### config.mk
export PLATFORM = sky130hd
export DESIGN_NAME = servant_uart_rx
export DESIGN_NICKNAME = d
export VERILOG_FILES = /design/src/rtl/servant_uart_pkg.sv /design/src/rtl/servant_uart_rx_fifo.sv /design/src/rtl/servant_uart_rx.sv
export SDC_FILE = /design/constraint.sdc
export NUM_CORES = 1
export LEC_CHECK = 0
export CAP_MARGIN = 20
export CELL_PAD_IN_SITES_DETAIL_PLACEMENT = 0
export CELL_PAD_IN_SITES_GLOBAL_PLACEMENT = 1
export CORE_MARGIN = 3
export CORE_UTILIZATION = 56
export CTS_BUF_LIST = sky130_fd_sc_hd__clkbuf_8
export CTS_CLUSTER_SIZE = 40
export DETAILED_ROUTE_END_ITERATION = 8
export PLACE_DENSITY = 0.95
export SLEW_MARGIN = 30
export SYNTH_ARGS = -nofsm -noshare
export SYNTH_HDL_FRONTEND = slang
export SYNTH_SLANG_ARGS = --single-unit
### constraint.sdc
create_clock -name i_clk -period 4.1 [get_ports i_clk]
set_clock_uncertainty 0.05 [all_clocks]
set_input_delay 0.82 -clock i_clk [delete_from_list [all_inputs] [get_ports i_clk]]
set_output_delay 0.82 -clock i_clk [all_outputs]
set_load 0.02 [all_outputs]
### src/rtl/servant_uart_pkg.sv
// Shared 8N1 UART definitions: receiver state encoding, frame constants and
// the clocks-per-bit divider calculation used by both RX and TX sides.
package servant_uart_pkg;

  localparam int unsigned DataBits  = 8;
  localparam int unsigned StopBits  = 1;
  localparam int unsigned FrameBits = 1 + DataBits + StopBits;

  typedef enum logic [2:0] {
    StIdle,
    StStart,
    StData,
    StStop,
    StBreak
  } rx_state_e;

  // Rounded integer division so the bit period error stays below half a clock.
  function automatic int unsigned calc_div(input int unsigned clk_hz, input int unsigned baud);
    return (clk_hz + baud / 2) / baud;
  endfunction

endpackage

### src/rtl/servant_uart_rx_fifo.sv
// Small synchronous FIFO for received bytes. The head entry is read straight
// from the storage registers, so it holds steady until it is popped.
module servant_uart_rx_fifo #(
  parameter int unsigned DEPTH = 4,
  parameter int unsigned WIDTH = 8
) (
  input  logic             clk_i,
  input  logic             rst_ni,
  input  logic             push_i,
  input  logic [WIDTH-1:0] wdata_i,
  input  logic             pop_i,
  output logic [WIDTH-1:0] rdata_o,
  output logic             full_o,
  output logic             empty_o
);

  localparam int unsigned PtrW = $clog2(DEPTH);

  logic [WIDTH-1:0] mem_q [DEPTH];
  logic [PtrW-1:0]  wptr_q, rptr_q;
  logic [PtrW:0]    count_q;
  logic             do_push, do_pop;

  assign full_o  = (count_q == (PtrW + 1)'(DEPTH));
  assign empty_o = (count_q == '0);
  assign rdata_o = mem_q[rptr_q];

  // A push into a full FIFO is still accepted when the head leaves this cycle.
  assign do_push = push_i & (~full_o | pop_i);
  assign do_pop  = pop_i & ~empty_o;

  always_ff @(posedge clk_i or negedge rst_ni) begin
    if (!rst_ni) begin
      for (int i = 0; i < int'(DEPTH); i++) begin
        mem_q[i] <= '0;
      end
      wptr_q  <= '0;
      rptr_q  <= '0;
      count_q <= '0;
    end else begin
      if (do_push) begin
        mem_q[wptr_q] <= wdata_i;
        wptr_q        <= wptr_q + 1'b1;
      end
      if (do_pop) begin
        rptr_q <= rptr_q + 1'b1;
      end
      unique case ({do_push, do_pop})
        2'b10:   count_q <= count_q + 1'b1;
        2'b01:   count_q <= count_q - 1'b1;
        default: count_q <= count_q;
      endcase
    end
  end

endmodule

### src/rtl/servant_uart_rx.sv
// 8N1 serial receiver: synchronises the line, samples each bit at its centre
// and queues completed bytes behind a valid/ready port.
module servant_uart_rx
  import servant_uart_pkg::*;
#(
  parameter int unsigned CLK_FREQ_HZ = 16000000,
  parameter int unsigned BAUD        = 115200,
  parameter int unsigned FIFO_DEPTH  = 4
) (
  input  logic       i_clk,
  input  logic       i_rst_n,
  input  logic       i_rx,
  output logic [7:0] o_data,
  output logic       o_valid,
  input  logic       i_ready,
  output logic       o_frame_err,
  output logic       o_overrun
);

  localparam int unsigned Div  = calc_div(CLK_FREQ_HZ, BAUD);
  localparam int unsigned CntW = $clog2(Div);
  localparam logic [CntW-1:0] CntFull = CntW'(Div - 1);
  localparam logic [CntW-1:0] CntHalf = CntW'(Div / 2 - 1);

  rx_state_e             state_q;
  logic                  rx_meta_q, rx_s_q;
  logic [CntW-1:0]       cnt_q;
  logic [2:0]            bit_idx_q;
  logic [DataBits-1:0]   shift_q;
  logic                  push_q, frame_err_q, overrun_q;
  logic                  tick, full, empty, pop;

  assign tick = (cnt_q == '0);

  always_ff @(posedge i_clk or negedge i_rst_n) begin
    if (!i_rst_n) begin
      rx_meta_q   <= 1'b1;
      rx_s_q      <= 1'b1;
      state_q     <= StIdle;
      cnt_q       <= '0;
      bit_idx_q   <= '0;
      shift_q     <= '0;
      push_q      <= 1'b0;
      frame_err_q <= 1'b0;
    end else begin
      rx_meta_q   <= i_rx;
      rx_s_q      <= rx_meta_q;
      push_q      <= 1'b0;
      frame_err_q <= 1'b0;
      if (!tick) begin
        cnt_q <= cnt_q - 1'b1;
      end
      unique case (state_q)
        StIdle: begin
          if (!rx_s_q) begin
            state_q <= StStart;
            cnt_q   <= CntHalf;
          end
        end
        StStart: begin
          if (tick) begin
            // A line back high at mid start bit was only a glitch.
            if (rx_s_q) begin
              state_q <= StIdle;
            end else begin
              state_q   <= StData;
              bit_idx_q <= '0;
              cnt_q     <= CntFull;
            end
          end
        end
        StData: begin
          if (tick) begin
            shift_q   <= {rx_s_q, shift_q[DataBits-1:1]};
            bit_idx_q <= bit_idx_q + 3'd1;
            cnt_q     <= CntFull;
            if (bit_idx_q == 3'd7) begin
              state_q <= StStop;
            end
          end
        end
        StStop: begin
          if (tick) begin
            if (rx_s_q) begin
              push_q  <= 1'b1;
              state_q <= StIdle;
            end else begin
              frame_err_q <= 1'b1;
              state_q     <= StBreak;
            end
          end
        end
        StBreak: begin
          if (rx_s_q) begin
            state_q <= StIdle;
          end
        end
        default: state_q <= StIdle;
      endcase
    end
  end

  assign pop = ~empty & i_ready;

  always_ff @(posedge i_clk or negedge i_rst_n) begin
    if (!i_rst_n) begin
      overrun_q <= 1'b0;
    end else begin
      overrun_q <= push_q & full & ~pop;
    end
  end

  servant_uart_rx_fifo #(
    .DEPTH (FIFO_DEPTH),
    .WIDTH (DataBits)
  ) u_fifo (
    .clk_i   (i_clk),
    .rst_ni  (i_rst_n),
    .push_i  (push_q),
    .wdata_i (shift_q),
    .pop_i   (pop),
    .rdata_o (o_data),
    .full_o  (full),
    .empty_o (empty)
  );

  assign o_valid     = ~empty;
  assign o_frame_err = frame_err_q;
  assign o_overrun   = overrun_q;

endmodule

After elaboration in Yosys (flattened, before gate mapping)
Index checks and enable logic that the tools add are counted.
Widths: inputs -> output; s select.
Cells by class
  $add $sub $neg: 6
  magnitude comparators: 3
  eq/ne operators: 15
  muxes and demuxes: 32
  bitwise operators: 11
  reduce and logical (&&, ||, !) cells: 9
Operators by type and width (number)
  $mux 8: 8
  $bwmux 32: 1
  $mux 3: 10
  $pmux 8 s3: 1
  $bmux 8 s2: 1
  $demux 8 s2: 1
  $pmux 3 s5: 1
  $ne 2x2->1 const B: 7
  $pmux 3 s2: 2
  $eq 3x3->1 const B: 3
  $logic_not 8->1: 1
  $sub 8x1->8 const B: 1
  $add 3x1->3 const B: 2
  $eq 3x2->1 const B: 2
  $ge 3x3->1 const B: 2
  $logic_not 3->1: 2
  $mux 1: 6
  $not 2->3: 2
  $reduce_and 6->1: 1
  $and 1x1->1: 5
  $add 2x1->2 const B: 2
  $reduce_and 4->1: 1
  $reduce_bool 2->1: 2
  $eq 3x1->1 const B: 1
  9 further kinds: 11
Word-level totals
  bits in registers: 66
  bits of input ports: 4
  output and inout port bits: 11
  word-level logic and storage cells: 92

Logic depth before layout (Yosys ltp)
  depth in word-level cells: 7
  depth in mapped cells: 10
  gate-level depth less buffers: 9

Hierarchy
Synthesis repeated with hierarchy kept, for this count alone.
Second synthesis, totals
  cell total of the unflattened synthesis: 232
  area, all modules: 3115.5 um^2
By module, submodules not included
  servant_uart_rx_fifo: times used 1, cells an instance 115, area an instance 1801.7 um^2, seq. area each 975.9 um^2
  servant_uart_rx: times used 1, cells an instance 117, area an instance 1313.8 um^2, seq. area each 678.2 um^2

Worst setup path after synthesis
OpenSTA, ideal clock, no wires.
  kind: input to register
  start: input port i_ready
  end: register u_fifo.count_q[2]
  data arrival time: 2.442 ns
  data required time: 3.971 ns
  path slack: 1.529 ns
  cell stages on the path: 10
  path buffers: 1
  path through: nor4b_1 and2b_1 buf_2 inv_1 ha_1 inv_1 fa_1 xor2_1 nor2_1 xor2_1
Between the ends
  cells in the longest elaborated chain, start to end: 5
Ends and longest elaborated chain
  from (decl): RTL line servant_uart_rx.sv:15  | input logic i_ready,
  $and 1x1->1 *: RTL line servant_uart_rx.sv:103  | assign pop = ~empty & i_ready;
  $or 1x1->1: RTL line servant_uart_rx_fifo.sv:29  | assign do_push = push_i & (~full_o | pop_i);
  $and 1x1->1: RTL line servant_uart_rx_fifo.sv:29
  $eq 2x1->1 / $eq 2x2->1 (equally long branches): RTL line servant_uart_rx_fifo.sv:48  | unique case ({do_push, do_pop})
  $pmux 3 s2 / $reduce_bool 2->1 (equally long branches)
  to (signal assigned): RTL line servant_uart_rx_fifo.sv:49  | 2'b10: count_q <= count_q + 1'b1;
  to (signal assigned): RTL line servant_uart_rx_fifo.sv:50  | 2'b01: count_q <= count_q - 1'b1;
  to (signal assigned): RTL line servant_uart_rx_fifo.sv:51  | default: count_q <= count_q;
  to (decl): RTL line servant_uart_rx_fifo.sv:21  | logic [PtrW:0] count_q;
Every way passes the cells marked *; elsewhere a longest branch is shown, timed or not.
A chain may end at the register's enable or synchronous reset.

Final worst setup path
  start: register u_fifo.rptr_q[0]
  end: output port o_data[7]
Between the ends
  cells in the longest elaborated chain, start to end: 4
Ends and longest elaborated chain
  from (decl): RTL line servant_uart_rx_fifo.sv:20  | logic [PtrW-1:0] wptr_q, rptr_q;
  from (signal assigned): RTL line servant_uart_rx_fifo.sv:46  | rptr_q <= rptr_q + 1'b1;
  $not 2->3 (not written as such): RTL line servant_uart_rx_fifo.sv:26  | assign rdata_o = mem_q[rptr_q];
  $bmux 8 s2: RTL line servant_uart_rx_fifo.sv:26
  $mux 8 (not written as such) (2 in series): RTL line servant_uart_rx_fifo.sv:26
  to (decl): RTL line servant_uart_rx.sv:13  | output logic [7:0] o_data,
Every way passes these cells. The select of a mux whose other input is x is not followed.

==> results.md <==
- TritonCTS clock tree: yes
- Pin count of the biggest net entering global routing: 50
- Max frequency: 326 MHz
- Initial Util: slightly below 60%
- Critical path fanouts, max: 10
- Final cell area excluding filler cells: 3440 sq um
- Antenna violations before repair: 0
- Total number of vias: 1720
- Die outline area: approximately 6300 sq um
- Chain of cells forming the critical path: mux4_2, clkdlybuf4s50_1
- Hold Path Class: flip-flop to flip-flop
- Post-CTS setup buffers: 0
- Number of antenna repair diodes: 0
- Number of instances resized during post-cts repair: 0
- Total of max-cap violations: 0
- Pwr per Cell Area: 419 nW/um^2
- Area of the multi-input gates: 1310 sq um
- Yosys warns: 0
- Data arrival, critical path: ~2.2 ns
- Hold Slack: 0.309 ns
- Placed insts: 295
- IR drop worst, VDD: ~0.25 mV
- Total routed wirelength: 5090 um
- Met3 Usage GRT: 5.76%
- Slowest library cell on the worst path: sky130_fd_sc_hd__dfrtp_1
- Final global-route overflow total: 0
- Number of nets with antenna violations after detailed routing: 0
- R2r setup slk: 1.73 ns
- Non-filler instance count after layout: 310
- Iter 0 DRT Violations: 44
- Minimum clock period after layout: 3.07 ns
- Worst relative slew slack: 44.4%
- Proportion of layout cells with a drive suffix above 1: approximately a third
- Register area: 1650 sq um
- Area after detailed placement: 3240 sq um
- Via count of the first global-routing pass: around 1800
- Category of the worst setup path capture point: output port
- Count of different cell masters after synthesis: 40
- Total CTS buffers: 9
- Total design power: 1.44 mW
- Clock Tree Buf Depth: 2
- Floorplan die width: between 70 and 80 um
- Delay of the slowest cell on the worst path: 0.71 ns
- First-pass GRT wire length: 8580 um
- Met1 usage: 23.4%
- Clock sink count: between 60 and 70
- Row count: 26
- Final core occ: 66.5%
- Count of input and output buffers: 14
- Final Cycle Share: between 70% and 80%
- Synthesized cell area: 3040 sq um
- Critical path data required time: 3.23 ns
- Portion of the post-synthesis area used by sequential elements: between 50% and 60%
- Post-synthesis instance total: 216
- Smallest setup slack after layout: a little over 1 ns
- Post-Syn Area per Cell: 14.1 sq um
- Count of nets after finishing: 251
- Filler cell count in the final layout: 380
- Setup_tns: 0 ns
- Worst slack after detailed placement: between 0.9 and 1 ns
- Post-route DRC: 0
- Max Slew Vio Count: 0
- Number of top-level pins: 15
- RD Place Congestion: about 0.76
- Category of cells accounting for the largest share of critical-path delay: flip-flops
- Total track usage: between 10% and 20%
- Result of the run: finished, final reports clean
- Classification of the worst setup path: flip-flop to output port
- HPWL after detailed placement: about 3400 um
- Worst-Skew Late Latency: 0.33 ns
- Clk slew on worst S/H paths: 0.07 ns
- Vertical die dimension: roughly 80 um
- Number of detailed-routing iterations run before antenna repair: 4
- Syn Nets: 231
- Flops & latches, synth: 66
- Per-cell routed wire length: approximately 16 um
- Kind of start point of the critical path: flip-flop
- Final Hold Vio Count: 0
- Worst Tran Pin Value: 0.826 ns
- Synthesis-to-layout area growth: 13.3%
- Routing layer with the top usage in global route: met2
- Met2 usage in global routing: 28.7%
- Number of hold buffers added after cts: 0
- Setup repair after global routing missed its margin: false
- Leakage: between 1.5 and 2 nW
- Core region area: 5170 sq um
- Setup violations, final: 0
- CTS root buf: sky130_fd_sc_hd__clkbuf_8
- Avg Vias per Cell: 5.55
- Bufs and invs on worst path: 1
- CTS H-tree lvls: 3
state kept, by name, summed over array words and instances, names as in the netlist:
name,count
bit_idx_q,3
state_q,3
u_fifo.wptr_q,2
u_fifo.count_q,3
cnt_q,8
push_q,1
u_fifo.rptr_q,2
o_frame_err,1
shift_q,8
o_overrun,1
rx_s_q,1
u_fifo.mem_q,32
rx_meta_q,1
where the power goes:
part           total [mW]  switching [mW]  internal (mW)
Clock               0.559           0.235          0.324
Combinational       0.139          0.0585         0.0803
Sequential          0.744          0.0648          0.679
Total                1.44           0.358           1.08
final timing paths:
| check | start | endpoint | cells after the start |
|---|---|---|---|
| hold / removal | rx_meta_q | rx_s_q | 0 |
| hold reg to reg | rx_meta_q | rx_s_q | 0 |
| setup reg to reg | u_fifo.count_q[0] | u_fifo.count_q[2] | 9 |
| max in group asynchronous | i_rst_n | u_fifo.mem_q[20] | 2 |
| min in group asynchronous | i_rst_n | u_fifo.mem_q[25] | 1 |
| setup / recovery | u_fifo.rptr_q[0] | o_data[7] | 2 |
cell families (layout without fill, tap and decap cells):
kind of cell / Yosys count / count (layout) / synth area share [%]
XOR/XNOR: 10 / 10 / 2.88
flip-flops: 66 / 66 / 54.4
buffers and inverters: 16 / 40 / 2.35
AND/OR/NAND/NOR: 46 / 46 / 8.93
AO/OA/AOI/OAI: 15 / 15 / 3.66
multiplexers: 52 / 52 / 23.0
adder cells (fa/ha/maj): 11 / 11 / 4.78
layer usage:
layer	vias to the layer above	part of all wire (%)
met1	870	46
met2	27	48
met3	7	4.2
li1	816	-
met5	-	0
met4	0	1.7
synthesized netlist by cell type (all sizes together):
cell type	count	area share [%]
buf	4	0.86
nor4	3	1.1
inv	10	1.2
mux2	41	16
o21ai	3	0.49
nor2b	3	0.62
a311oi	1	0.29
dfrtp	64	53
a221oi	1	0.29
nand2b	1	0.21
xnor2	6	1.7
nor2	11	1.4
xor2	4	1.2
a211oi	4	0.99
mux4	8	5.9
nor4b	1	0.29
and2b	1	0.25
a311o	1	0.33
o31ai	1	0.25
or3	1	0.21
nor3b	1	0.41
ha	10	4.1
clkbuf	2	0.25
and2	3	0.62
mux2i	3	0.99
nand2	11	1.7
dfstp	2	1.7
a21oi	1	0.16
a22o	3	0.86
nor3	4	0.66
fa	1	0.66
nand3	4	1.1
and3	2	0.45
layout make-up:
type,count,area share (%)
timing repair buffer,15,4.22
sequential,66,48.1
tap,70,2.54
inverter,10,1.09
clock buffer,12,4.80
clock inverter,3,1.13
multi-input combinational,134,38.2
cells in the final DEF, fill, tap and decap left out, types with 4 or more instances in the layout:
master | synthesis | final
sky130_fd_sc_hd__xnor2_1 | 6 | 6
sky130_fd_sc_hd__inv_1 | 9 | 10
sky130_fd_sc_hd__xor2_1 | 4 | 4
sky130_fd_sc_hd__ha_1 | 10 | 10
sky130_fd_sc_hd__nand2_1 | 7 | 7
sky130_fd_sc_hd__nor2_1 | 11 | 11
sky130_fd_sc_hd__mux2_2 | 34 | 34
sky130_fd_sc_hd__nand2_2 | 4 | 4
sky130_fd_sc_hd__clkbuf_8 | 0 | 12
sky130_fd_sc_hd__dfrtp_1 | 64 | 64
sky130_fd_sc_hd__a211oi_1 | 4 | 4
sky130_fd_sc_hd__mux4_2 | 8 | 8
sky130_fd_sc_hd__clkdlybuf4s50_1 | 0 | 13
sky130_fd_sc_hd__mux2_4 | 7 | 7
sky130_fd_sc_hd__nor3_1 | 4 | 4
worst register-to-register path: cells and delay by family (launching register included):
family	cells	cell delay [ns]
xor+xnor	2	0.30
fa+ha+maj	2	0.56
buf+inv	2	0.16
flops	1	0.41
simple gates	3	0.82
No activity file was read; power rests on OpenSTA's default activity.
